## src/rtl/fetch_unit_pkg.sv

```systemverilog
`default_nettype none
// ============================================================================
// Module   : fetch_unit_pkg
// Purpose  : Shared types and constants for the RV32I instruction-fetch stage:
//            PC-source encodings, fetch FSM states, FIFO entry layout, and the
//            bubble instruction.
// Revision : 1.0 - initial release
// ============================================================================
package fetch_unit_pkg;

  localparam int XLEN = 32;

  // EX-stage PC source select; 2'b11 behaves like PCSRC_BR
  localparam logic [1:0] PCSRC_SEQ  = 2'b00;
  localparam logic [1:0] PCSRC_BR   = 2'b01;
  localparam logic [1:0] PCSRC_JALR = 2'b10;

  // addi x0, x0, 0
  localparam logic [31:0] NOP_INSTR = 32'h0000_0013;

  typedef enum logic [1:0] {
    ST_IDLE    = 2'd0,
    ST_WAIT    = 2'd1,
    ST_DISCARD = 2'd2
  } fetch_state_e;

  typedef struct packed {
    logic [XLEN-1:0] pc;
    logic [31:0]     instr;
  } fetch_entry_t;

  localparam int ENTRY_W = $bits(fetch_entry_t);

  // Instruction fetches are always word aligned
  function automatic logic [XLEN-1:0] align_word(input logic [XLEN-1:0] a);
    return {a[XLEN-1:2], 2'b00};
  endfunction

endpackage
`default_nettype wire

```

## src/rtl/fetch_unit_if.sv

```systemverilog
`default_nettype none
// ============================================================================
// Module   : fetch_unit_if
// Purpose  : Bundles the fetch stage's hazard/redirect inputs, the instruction
//            memory req/gnt/rvalid handshake and the IF/ID register outputs.
//            master = fetch unit side, slave = surrounding pipeline/memory.
// Revision : 1.0 - initial release
// ============================================================================
interface fetch_unit_if #(
  parameter int XLEN = fetch_unit_pkg::XLEN
);
  // hazard unit
  logic            stallF;
  logic            stallD;
  logic            flushD;
  // redirect sources
  logic [1:0]      pcsrcE;
  logic [XLEN-1:0] pctargetE;
  logic [XLEN-1:0] aluresultE;
  logic            jalD;
  logic [XLEN-1:0] pctargetD;
  // instruction memory
  logic            imem_req;
  logic [XLEN-1:0] imem_addr;
  logic            imem_gnt;
  logic            imem_rvalid;
  logic [31:0]     imem_rdata;
  // IF/ID pipeline register
  logic [31:0]     instrD;
  logic [XLEN-1:0] pcD;
  logic [XLEN-1:0] pcplus4D;
  logic            validD;

  modport master (
    input  stallF, stallD, flushD,
    input  pcsrcE, pctargetE, aluresultE, jalD, pctargetD,
    output imem_req, imem_addr,
    input  imem_gnt, imem_rvalid, imem_rdata,
    output instrD, pcD, pcplus4D, validD
  );

  modport slave (
    output stallF, stallD, flushD,
    output pcsrcE, pctargetE, aluresultE, jalD, pctargetD,
    input  imem_req, imem_addr,
    output imem_gnt, imem_rvalid, imem_rdata,
    input  instrD, pcD, pcplus4D, validD
  );
endinterface
`default_nettype wire

```

## src/rtl/fetch_fifo.sv

```systemverilog
`default_nettype none
// ============================================================================
// Module   : fetch_fifo
// Purpose  : Small synchronous FIFO holding fetched {pc, instr} entries.
//            DEPTH must be a power of two (pointers wrap naturally).
//            clear takes priority over push and pop.
// Revision : 1.0 - initial release
// ============================================================================
module fetch_fifo #(
  parameter int DEPTH  = 2,
  parameter int DATA_W = 64,
  parameter int CW     = $clog2(DEPTH) + 1
) (
  input  logic              clk,
  input  logic              rst,
  input  logic              push_i,
  input  logic              pop_i,
  input  logic              clear_i,
  input  logic [DATA_W-1:0] data_i,
  output logic [DATA_W-1:0] data_o,
  output logic              full_o,
  output logic              empty_o,
  output logic [CW-1:0]     count_o
);

  localparam int AW = (DEPTH > 1) ? $clog2(DEPTH) : 1;
  localparam logic [CW-1:0] C_DEPTH = CW'(DEPTH);

  logic [DATA_W-1:0] mem_q [DEPTH];
  logic [AW-1:0]     rd_q;
  logic [AW-1:0]     wr_q;
  logic [CW-1:0]     count_q;

  logic w_do_push;
  logic w_do_pop;

  // A push into a full FIFO is only accepted when a pop frees a slot
  assign w_do_push = push_i & (!full_o | pop_i);
  assign w_do_pop  = pop_i & !empty_o;

  assign full_o  = (count_q == C_DEPTH);
  assign empty_o = (count_q == '0);
  assign count_o = count_q;
  assign data_o  = mem_q[rd_q];

  // Pointer and occupancy bookkeeping
  always_ff @(posedge clk) begin
    if (rst || clear_i) begin
      rd_q    <= '0;
      wr_q    <= '0;
      count_q <= '0;
    end else begin
      if (w_do_push) wr_q <= wr_q + 1'b1;
      if (w_do_pop)  rd_q <= rd_q + 1'b1;
      case ({w_do_push, w_do_pop})
        2'b10:   count_q <= count_q + 1'b1;
        2'b01:   count_q <= count_q - 1'b1;
        default: count_q <= count_q;
      endcase
    end
  end

  // Storage write; contents need no reset since empty_o gates their use
  always_ff @(posedge clk) begin
    if (w_do_push && !clear_i) mem_q[wr_q] <= data_i;
  end

endmodule
`default_nettype wire

```

## src/rtl/fetch_unit.sv

```systemverilog
`default_nettype none
// ============================================================================
// Module   : fetch_unit
// Purpose  : RV32I IF stage. Owns the PC, issues word fetches with a single
//            outstanding request, buffers responses in fetch_fifo and drives
//            the IF/ID register. Redirects from EX (branch/jalr) beat ID (jal).
// Options  : FETCH_PERF_EN - adds saturating perf counters perf_fetched_o,
//            perf_discarded_o and perf_bubbles_o.
// Revision : 1.0 - initial release
// ============================================================================
module fetch_unit #(
  parameter logic [fetch_unit_pkg::XLEN-1:0] RESET_PC  = '0,
  parameter int                              BUF_DEPTH = 2,
  parameter logic [31:0]                     NOP_INSTR = fetch_unit_pkg::NOP_INSTR
) (
  input  logic        clk,
  input  logic        rst,
  fetch_unit_if.master bus
`ifdef FETCH_PERF_EN
  ,
  output logic [31:0] perf_fetched_o,
  output logic [31:0] perf_discarded_o,
  output logic [31:0] perf_bubbles_o
`endif
);
  import fetch_unit_pkg::*;

  localparam int CW = $clog2(BUF_DEPTH) + 1;
  localparam logic [CW-1:0] C_DEPTH = CW'(BUF_DEPTH);

  fetch_state_e    state_q;
  logic [XLEN-1:0] pcF_q;
  logic [XLEN-1:0] inflight_pc_q;
  logic [31:0]     instrD_q;
  logic [XLEN-1:0] pcD_q;
  logic [XLEN-1:0] pcplus4D_q;
  logic            validD_q;

  logic            w_redirect;
  logic [XLEN-1:0] w_target_raw;
  logic [XLEN-1:0] w_target;
  logic            w_req;
  logic            w_push;
  logic            w_fifo_push;
  logic            w_pop;
  fetch_entry_t    w_push_entry;
  fetch_entry_t    w_head;
  logic            w_fifo_full;
  logic            w_fifo_empty;
  logic [CW-1:0]   w_fifo_count;

  // Redirect selection: EX source wins over ID jal
  always_comb begin
    w_redirect   = (bus.pcsrcE != PCSRC_SEQ) | bus.jalD;
    w_target_raw = bus.pctargetD;
    case (bus.pcsrcE)
      PCSRC_JALR: w_target_raw = bus.aluresultE;
      PCSRC_BR:   w_target_raw = bus.pctargetE;
      PCSRC_SEQ:  w_target_raw = bus.pctargetD;
      default:    w_target_raw = bus.pctargetE;
    endcase
    w_target = align_word(w_target_raw);
  end

  // Issue only from IDLE with room guaranteed for the response
  assign w_req = !rst && (state_q == ST_IDLE) && !bus.stallF && !w_redirect
                 && (w_fifo_count < C_DEPTH);

  assign bus.imem_req  = w_req;
  assign bus.imem_addr = pcF_q;

  // A response arriving with a redirect is stale and dropped
  assign w_push       = (state_q == ST_WAIT) && bus.imem_rvalid && !w_redirect;
  assign w_pop        = !bus.flushD && !bus.stallD && !w_fifo_empty;
  assign w_fifo_push  = w_push && (!w_fifo_full || w_pop);
  assign w_push_entry = '{pc: inflight_pc_q, instr: bus.imem_rdata};

  fetch_fifo #(
    .DEPTH  (BUF_DEPTH),
    .DATA_W (ENTRY_W),
    .CW     (CW)
  ) u_fifo (
    .clk     (clk),
    .rst     (rst),
    .push_i  (w_fifo_push),
    .pop_i   (w_pop),
    .clear_i (w_redirect),
    .data_i  (w_push_entry),
    .data_o  (w_head),
    .full_o  (w_fifo_full),
    .empty_o (w_fifo_empty),
    .count_o (w_fifo_count)
  );

  // Fetch FSM and PC: one outstanding request, stale responses discarded
  always_ff @(posedge clk) begin
    if (rst) begin
      state_q       <= ST_IDLE;
      pcF_q         <= RESET_PC;
      inflight_pc_q <= '0;
    end else if (w_redirect) begin
      pcF_q <= w_target;
      if (state_q != ST_IDLE) begin
        state_q <= bus.imem_rvalid ? ST_IDLE : ST_DISCARD;
      end
    end else begin
      case (state_q)
        ST_IDLE: begin
          if (w_req && bus.imem_gnt) begin
            inflight_pc_q <= pcF_q;
            pcF_q         <= pcF_q + XLEN'(4);
            state_q       <= ST_WAIT;
          end
        end
        ST_WAIT, ST_DISCARD: begin
          if (bus.imem_rvalid) state_q <= ST_IDLE;
        end
        default: state_q <= ST_IDLE;
      endcase
    end
  end

  // IF/ID register: flush > stall > pop > bubble
  always_ff @(posedge clk) begin
    if (rst) begin
      instrD_q   <= NOP_INSTR;
      pcD_q      <= '0;
      pcplus4D_q <= '0;
      validD_q   <= 1'b0;
    end else if (bus.flushD) begin
      instrD_q <= NOP_INSTR;
      validD_q <= 1'b0;
    end else if (bus.stallD) begin
      validD_q <= validD_q;
    end else if (!w_fifo_empty) begin
      instrD_q   <= w_head.instr;
      pcD_q      <= w_head.pc;
      pcplus4D_q <= w_head.pc + XLEN'(4);
      validD_q   <= 1'b1;
    end else begin
      instrD_q <= NOP_INSTR;
      validD_q <= 1'b0;
    end
  end

  assign bus.instrD   = instrD_q;
  assign bus.pcD      = pcD_q;
  assign bus.pcplus4D = pcplus4D_q;
  assign bus.validD   = validD_q;

`ifdef FETCH_PERF_EN
  logic [31:0] perf_fetched_q;
  logic [31:0] perf_discarded_q;
  logic [31:0] perf_bubbles_q;
  logic        w_drop_resp;
  logic        w_bubble;
  logic [32:0] w_disc_inc;

  function automatic logic [31:0] sat_add(input logic [31:0] a, input logic [32:0] inc);
    logic [33:0] s;
    s = {2'b00, a} + {1'b0, inc};
    return (s > 34'h0_FFFF_FFFF) ? 32'hFFFF_FFFF : s[31:0];
  endfunction

  assign w_drop_resp = bus.imem_rvalid &&
                       ((state_q == ST_DISCARD) || ((state_q == ST_WAIT) && w_redirect));
  assign w_disc_inc  = 33'(w_drop_resp) + (w_redirect ? 33'(w_fifo_count) : 33'd0);
  assign w_bubble    = bus.flushD || (!bus.stallD && w_fifo_empty);

  // Saturating event counters
  always_ff @(posedge clk) begin
    if (rst) begin
      perf_fetched_q   <= '0;
      perf_discarded_q <= '0;
      perf_bubbles_q   <= '0;
    end else begin
      perf_fetched_q   <= sat_add(perf_fetched_q, 33'(w_fifo_push));
      perf_discarded_q <= sat_add(perf_discarded_q, w_disc_inc);
      perf_bubbles_q   <= sat_add(perf_bubbles_q, 33'(w_bubble));
    end
  end

  assign perf_fetched_o   = perf_fetched_q;
  assign perf_discarded_o = perf_discarded_q;
  assign perf_bubbles_o   = perf_bubbles_q;
`endif

endmodule
`default_nettype wire

```

## src/flat_wrapper.sv

```systemverilog
// flat-port wrapper written by rule: the top's interface ports become plain ports
module fetch_unit_flat import fetch_unit_pkg::*;
#(
  parameter logic [fetch_unit_pkg::XLEN-1:0] RESET_PC  = '0,
  parameter int                              BUF_DEPTH = 2,
  parameter logic [31:0]                     NOP_INSTR = fetch_unit_pkg::NOP_INSTR
)
  (clk, rst, bus_stallF, bus_stallD, bus_flushD, bus_pcsrcE, bus_pctargetE, bus_aluresultE, bus_jalD, bus_pctargetD, bus_imem_req, bus_imem_addr, bus_imem_gnt, bus_imem_rvalid, bus_imem_rdata, bus_instrD, bus_pcD, bus_pcplus4D, bus_validD);
  fetch_unit_if bus_i ();
  input  logic clk;
  input  logic rst;
  input wire logic [$bits(bus_i.stallF)-1:0] bus_stallF;
  input wire logic [$bits(bus_i.stallD)-1:0] bus_stallD;
  input wire logic [$bits(bus_i.flushD)-1:0] bus_flushD;
  input wire logic [$bits(bus_i.pcsrcE)-1:0] bus_pcsrcE;
  input wire logic [$bits(bus_i.pctargetE)-1:0] bus_pctargetE;
  input wire logic [$bits(bus_i.aluresultE)-1:0] bus_aluresultE;
  input wire logic [$bits(bus_i.jalD)-1:0] bus_jalD;
  input wire logic [$bits(bus_i.pctargetD)-1:0] bus_pctargetD;
  output wire logic [$bits(bus_i.imem_req)-1:0] bus_imem_req;
  output wire logic [$bits(bus_i.imem_addr)-1:0] bus_imem_addr;
  input wire logic [$bits(bus_i.imem_gnt)-1:0] bus_imem_gnt;
  input wire logic [$bits(bus_i.imem_rvalid)-1:0] bus_imem_rvalid;
  input wire logic [$bits(bus_i.imem_rdata)-1:0] bus_imem_rdata;
  output wire logic [$bits(bus_i.instrD)-1:0] bus_instrD;
  output wire logic [$bits(bus_i.pcD)-1:0] bus_pcD;
  output wire logic [$bits(bus_i.pcplus4D)-1:0] bus_pcplus4D;
  output wire logic [$bits(bus_i.validD)-1:0] bus_validD;
  assign bus_i.stallF = bus_stallF;
  assign bus_i.stallD = bus_stallD;
  assign bus_i.flushD = bus_flushD;
  assign bus_i.pcsrcE = bus_pcsrcE;
  assign bus_i.pctargetE = bus_pctargetE;
  assign bus_i.aluresultE = bus_aluresultE;
  assign bus_i.jalD = bus_jalD;
  assign bus_i.pctargetD = bus_pctargetD;
  assign bus_imem_req = bus_i.imem_req;
  assign bus_imem_addr = bus_i.imem_addr;
  assign bus_i.imem_gnt = bus_imem_gnt;
  assign bus_i.imem_rvalid = bus_imem_rvalid;
  assign bus_i.imem_rdata = bus_imem_rdata;
  assign bus_instrD = bus_i.instrD;
  assign bus_pcD = bus_i.pcD;
  assign bus_pcplus4D = bus_i.pcplus4D;
  assign bus_validD = bus_i.validD;
  fetch_unit #(.RESET_PC(RESET_PC), .BUF_DEPTH(BUF_DEPTH), .NOP_INSTR(NOP_INSTR)) u_core (.clk(clk), .rst(rst), .bus(bus_i));
endmodule
```

## config.mk

```make
export PLATFORM = sky130hd
export DESIGN_NAME = fetch_unit_flat
export DESIGN_NICKNAME = d
export VERILOG_FILES = /design/src/rtl/fetch_unit_pkg.sv /design/src/rtl/fetch_unit_if.sv /design/src/rtl/fetch_fifo.sv /design/src/rtl/fetch_unit.sv /design/src/flat_wrapper.sv
export SDC_FILE = /design/constraint.sdc
export NUM_CORES = 1
export LEC_CHECK = 0
export CAP_MARGIN = 0
export CORE_MARGIN = 2
export CORE_UTILIZATION = 41
export CTS_BUF_LIST = sky130_fd_sc_hd__clkbuf_4
export DETAILED_ROUTE_END_ITERATION = 16
export GPL_TIMING_DRIVEN = 0
export PLACE_DENSITY = 0.67
export RECOVER_POWER = 100
export SLEW_MARGIN = 20
export SYNTH_ARGS = -nofsm -noshare
export SYNTH_HDL_FRONTEND = slang
export SYNTH_SLANG_ARGS = --single-unit
export TNS_END_PERCENT = 1
```

## constraint.sdc

```tcl
create_clock -name clk -period 12.9 [get_ports clk]
set_input_delay 2.58 -clock clk [delete_from_list [all_inputs] [get_ports clk]]
set_output_delay 2.58 -clock clk [all_outputs]
set_load 0.005 [all_outputs]
```

==> flow_metrics.env <==
export IMPL_p_sw_share_pct=23.0
export IMPL_cp_common_cell="clkbuf_1"
export IMPL_synth_top_area_share_pct=30.5
export IMPL_grt_use_met1_pct=29.1
export IMPL_ys_flop_type="dfxtp_1"
export IMPL_postCtsSetupRepairBufs=0
export IMPL_cp_max_fo=23
export IMPL_vias_per_cell=5.28
export IMPL_synth_cells=1210
export IMPL_clockRootBuffer="clkbuf_4"
export IMPL_p_comb_share_pct=6.4
export IMPL_whs_ps=452
export IMPL_grtUsageMet2_pct=36.5
export IMPL_p_per_area_nw_per_um2=116
export IMPL_core_um2=29500
export IMPL_ys_ff_latch=284
export IMPL_critPathRequiredTime_ps=13150
export IMPL_drt_iter0_markers=692
export IMPL_cts_tree="yes"
export IMPL_multi_input_area_um2=4870
export IMPL_grt_use_met3_pct=4.96
export IMPL_stdcell_area_um2=16300
export IMPL_hp_class="register to register"
export IMPL_violations="capacitance limit, slew limit"
export IMPL_final_cell_mix="dfxtp_1 (160), dlygate4sd3_1 (157), nand2_1 (154)"
export IMPL_critPathMaxStageDelay_ps=1400
export IMPL_slew_viol_final=46
export IMPL_drive_above_1_share_pct=9.50
export IMPL_slew_headroom_pct=-19.7
export IMPL_wirelength_um=35600
export IMPL_layout_nets=1694
export IMPL_cpMaxStageDelayCell="nor2_1"
export IMPL_syn_area_um2=12200
export IMPL_fmax_mhz=128
export IMPL_fin_worst_skew_ps=37.4
export IMPL_hold_viol=0
export IMPL_grt_max_degree=24
export IMPL_status="finished with violations"
export IMPL_gp_congestion=0.916
export IMPL_synth_top_area_cell="edfxtp_1"
export IMPL_critical_path_top_delay_family="buffers and inverters"
export IMPL_route_detailed_drc=0
export IMPL_wire_per_inst_um=17.8
export IMPL_p_leak_nw=5.68
export IMPL_synth_area_leaders="edfxtp_1 (30%), dfxtp_1 (26%), mux2i_1 (4.8%)"
export IMPL_dieHeight_um=177
export IMPL_postCtsResizedCells=0
export IMPL_tns_ps=0
export IMPL_final_common_cell="dfxtp_1"
export IMPL_clockBufferDepth=3
export IMPL_worst_pin_slew_ps=1790
export IMPL_pin_count=268
export IMPL_track_usage_pct=22.5
export IMPL_placed_area_um2=15400
export IMPL_worstPathArrival_ps=8050
export IMPL_fin_crit_sh_pct=60.5
export IMPL_drt_pass1_iter_count=5
export IMPL_cts_hold_buf=0
export IMPL_ys_warn_count=0
export IMPL_grt_setup_unrepaired="false"
export IMPL_p_sw_w=0.000432
export IMPL_ir_drop_v=0.0000648
export IMPL_numCtsBuffers=75
export IMPL_cts_clk_slew_worst_paths_ps=70
export IMPL_synthToLayoutAreaGrowth_pct=33.2
export IMPL_synth_seq_area_share_pct=56.7
export IMPL_clock_latency_ps=680
export IMPL_grt_pass1_vias=10300
export IMPL_grt_pass1_wl_um=55000
export IMPL_fill_cells=2647
export IMPL_setup_viol=0
export IMPL_synth_cell_types=66
export IMPL_syn_area_per_cell_um2=10.1
export IMPL_hpwl_um=26700
export IMPL_clockPowerShare_pct=42.6
export IMPL_cap_violations=2
export IMPL_synth_edf_count=124
export IMPL_grt_ovfl_total=0
export IMPL_critPathLaunchType="input port"
export IMPL_cts_max_level=3
export IMPL_regArea_um2=6930
export IMPL_antenna_found_initial=4
export IMPL_rows=63
export IMPL_start_util_pct=41.4
export IMPL_drtAntennaViolNets=0
export IMPL_cts_sinks=284
export IMPL_busiest_layer="met2"
export IMPL_power_frac_seq_pct=51.0
export IMPL_die_area_um2=31200
export IMPL_vias=10600
export IMPL_path_cells="dlygate4sd3_1 -> o21bai_1 -> or2_2 -> clkinv_1 -> o2111ai_1 -> nor2_1 -> clkbuf_1 -> clkbuf_1"
export IMPL_die_x_um=177
export IMPL_ys_async_sr_fraction_pct=0
export IMPL_port_buffers=255
export IMPL_setup_worst_path_end_class="register"
export IMPL_critPathKind="input port to register"
export IMPL_period_needed_ps=7800
export IMPL_p_int_w=0.00145
export IMPL_path_buf_inv=4
-- path summary, 6_finish.rpt --
kind / start / end / slack (ps) / cells past startpoint
setup / recovery: bus_stallD / u_core.u_fifo.mem_q[0][35]$_DFFE_PP_ / 5100 / 8
hold / removal: u_core.inflight_pc_q[19]$_SDFFE_PP0P_ / u_core.u_fifo.mem_q[0][51]$_DFFE_PP_ / 450 / 0
setup reg to reg: u_core.u_fifo.count_o[1]$_SDFFE_PP0P_ / u_core.u_fifo.mem_q[0][35]$_DFFE_PP_ / 7420 / 7
hold reg to reg: u_core.inflight_pc_q[19]$_SDFFE_PP0P_ / u_core.u_fifo.mem_q[0][51]$_DFFE_PP_ / 450 / 0
-- worst register-to-register path: stages, from the launching register on --
cell	delay, ps
dfxtp_1	420
o21bai_1	290
or2_2	420
clkinv_1	260
o2111ai_1	290
nor2_1	1400
clkbuf_1	920
clkbuf_1	1070
-- cell usage after synthesis, types with 4 or more instances --
cell        n
inv_1      15
o221ai_1    5
dfxtp_1   160
nand2b_1    8
buf_1       8
o21ai_0    52
and3_1      7
nand4b_1    4
mux2_2      8
nor2b_1    11
o31ai_1     9
xor2_1      4
or4_1       4
mux2i_1    58
clkbuf_1   57
nand3b_1   14
a211oi_1   39
nand3_1    48
edfxtp_1  124
nand4_1    14
buf_4       8
o22ai_1    27
nor2_1    117
buf_2       9
o311ai_0    5
nor3b_1     8
xnor2_1    23
a21o_1      4
nand2_1   154
a31oi_1     5
nor4_1     10
a22oi_1     9
a21oi_1    91
ha_1        5
nor3_1     25
or3_1       8
-- per-layer routing --
| metal | part of all wire (%) | vias up |
|---|---|---|
| met5 | 0.028 | - |
| met4 | 2.5 | 2 |
| met3 | 7.7 | 74 |
| met2 | 47 | 441 |
| met1 | 43 | 4896 |
| li1 | - | 5163 |
-- state kept, by name (all words and copies together), names as in the netlist, named ones only --
signal and cells:
u_core.state_q 2, u_core.u_fifo.wr_q 1, u_core.u_fifo.rd_q 1, u_core.inflight_pc_q 30, u_core.bus.pcplus4D 30, u_core.u_fifo.mem_q 124
u_core.bus.validD 1, u_core.bus.instrD 32, u_core.u_fifo.count_o 2, u_core.bus.pcD 30, u_core.bus.imem_addr 30
-- layout make-up --
type	instances	area share (%)
clock buffers	113	5.21
repair buffers	259	15.8
well taps	390	3.00
plain buffers	82	2.15
diodes	3	0.0461
flip-flops and latches	284	42.6
clock inverters	24	0.907
multi-input cells	831	29.9
inverters	18	0.415
-- stage by stage --
step	util, %	cells	total power, W	setup WS (ps)
6_report	55.2	2004	0.00188	5100
5_1_grt	55.2	2004	0.00196	4580
4_1_cts	55.6	2001	0.00191	5120
3_5_place_dp	52.2	1864	0.00110	5130
3_3_place_gp	51.8	1860	0.00110	3580
2_1_floorplan	-	1215	0.00102	6340
-- power by group through the flow --
stage | Sequential [W] | Clock (W) | Combinational, W
6_report | 0.000958 | 0.000801 | 0.000121
5_1_grt | 0.000959 | 0.000870 | 0.000130
3_3_place_gp | 0.000978 | 0 | 0.000124
3_5_place_dp | 0.000978 | 0 | 0.000125
4_1_cts | 0.000958 | 0.000822 | 0.000126
2_1_floorplan | 0.000973 | 0 | 0.0000468
-- cells by family after synthesis --
family | synth area share [%]
buffers and inverters | 3.41
AND/OR/NAND/NOR | 17.7
XOR/XNOR | 1.94
other | 0.0307
adder cells (fa/ha/maj) | 0.512
flip-flops | 56.7
multiplexers | 5.49
AO/OA/AOI/OAI | 14.3
(Power assumes the default switching activity.)
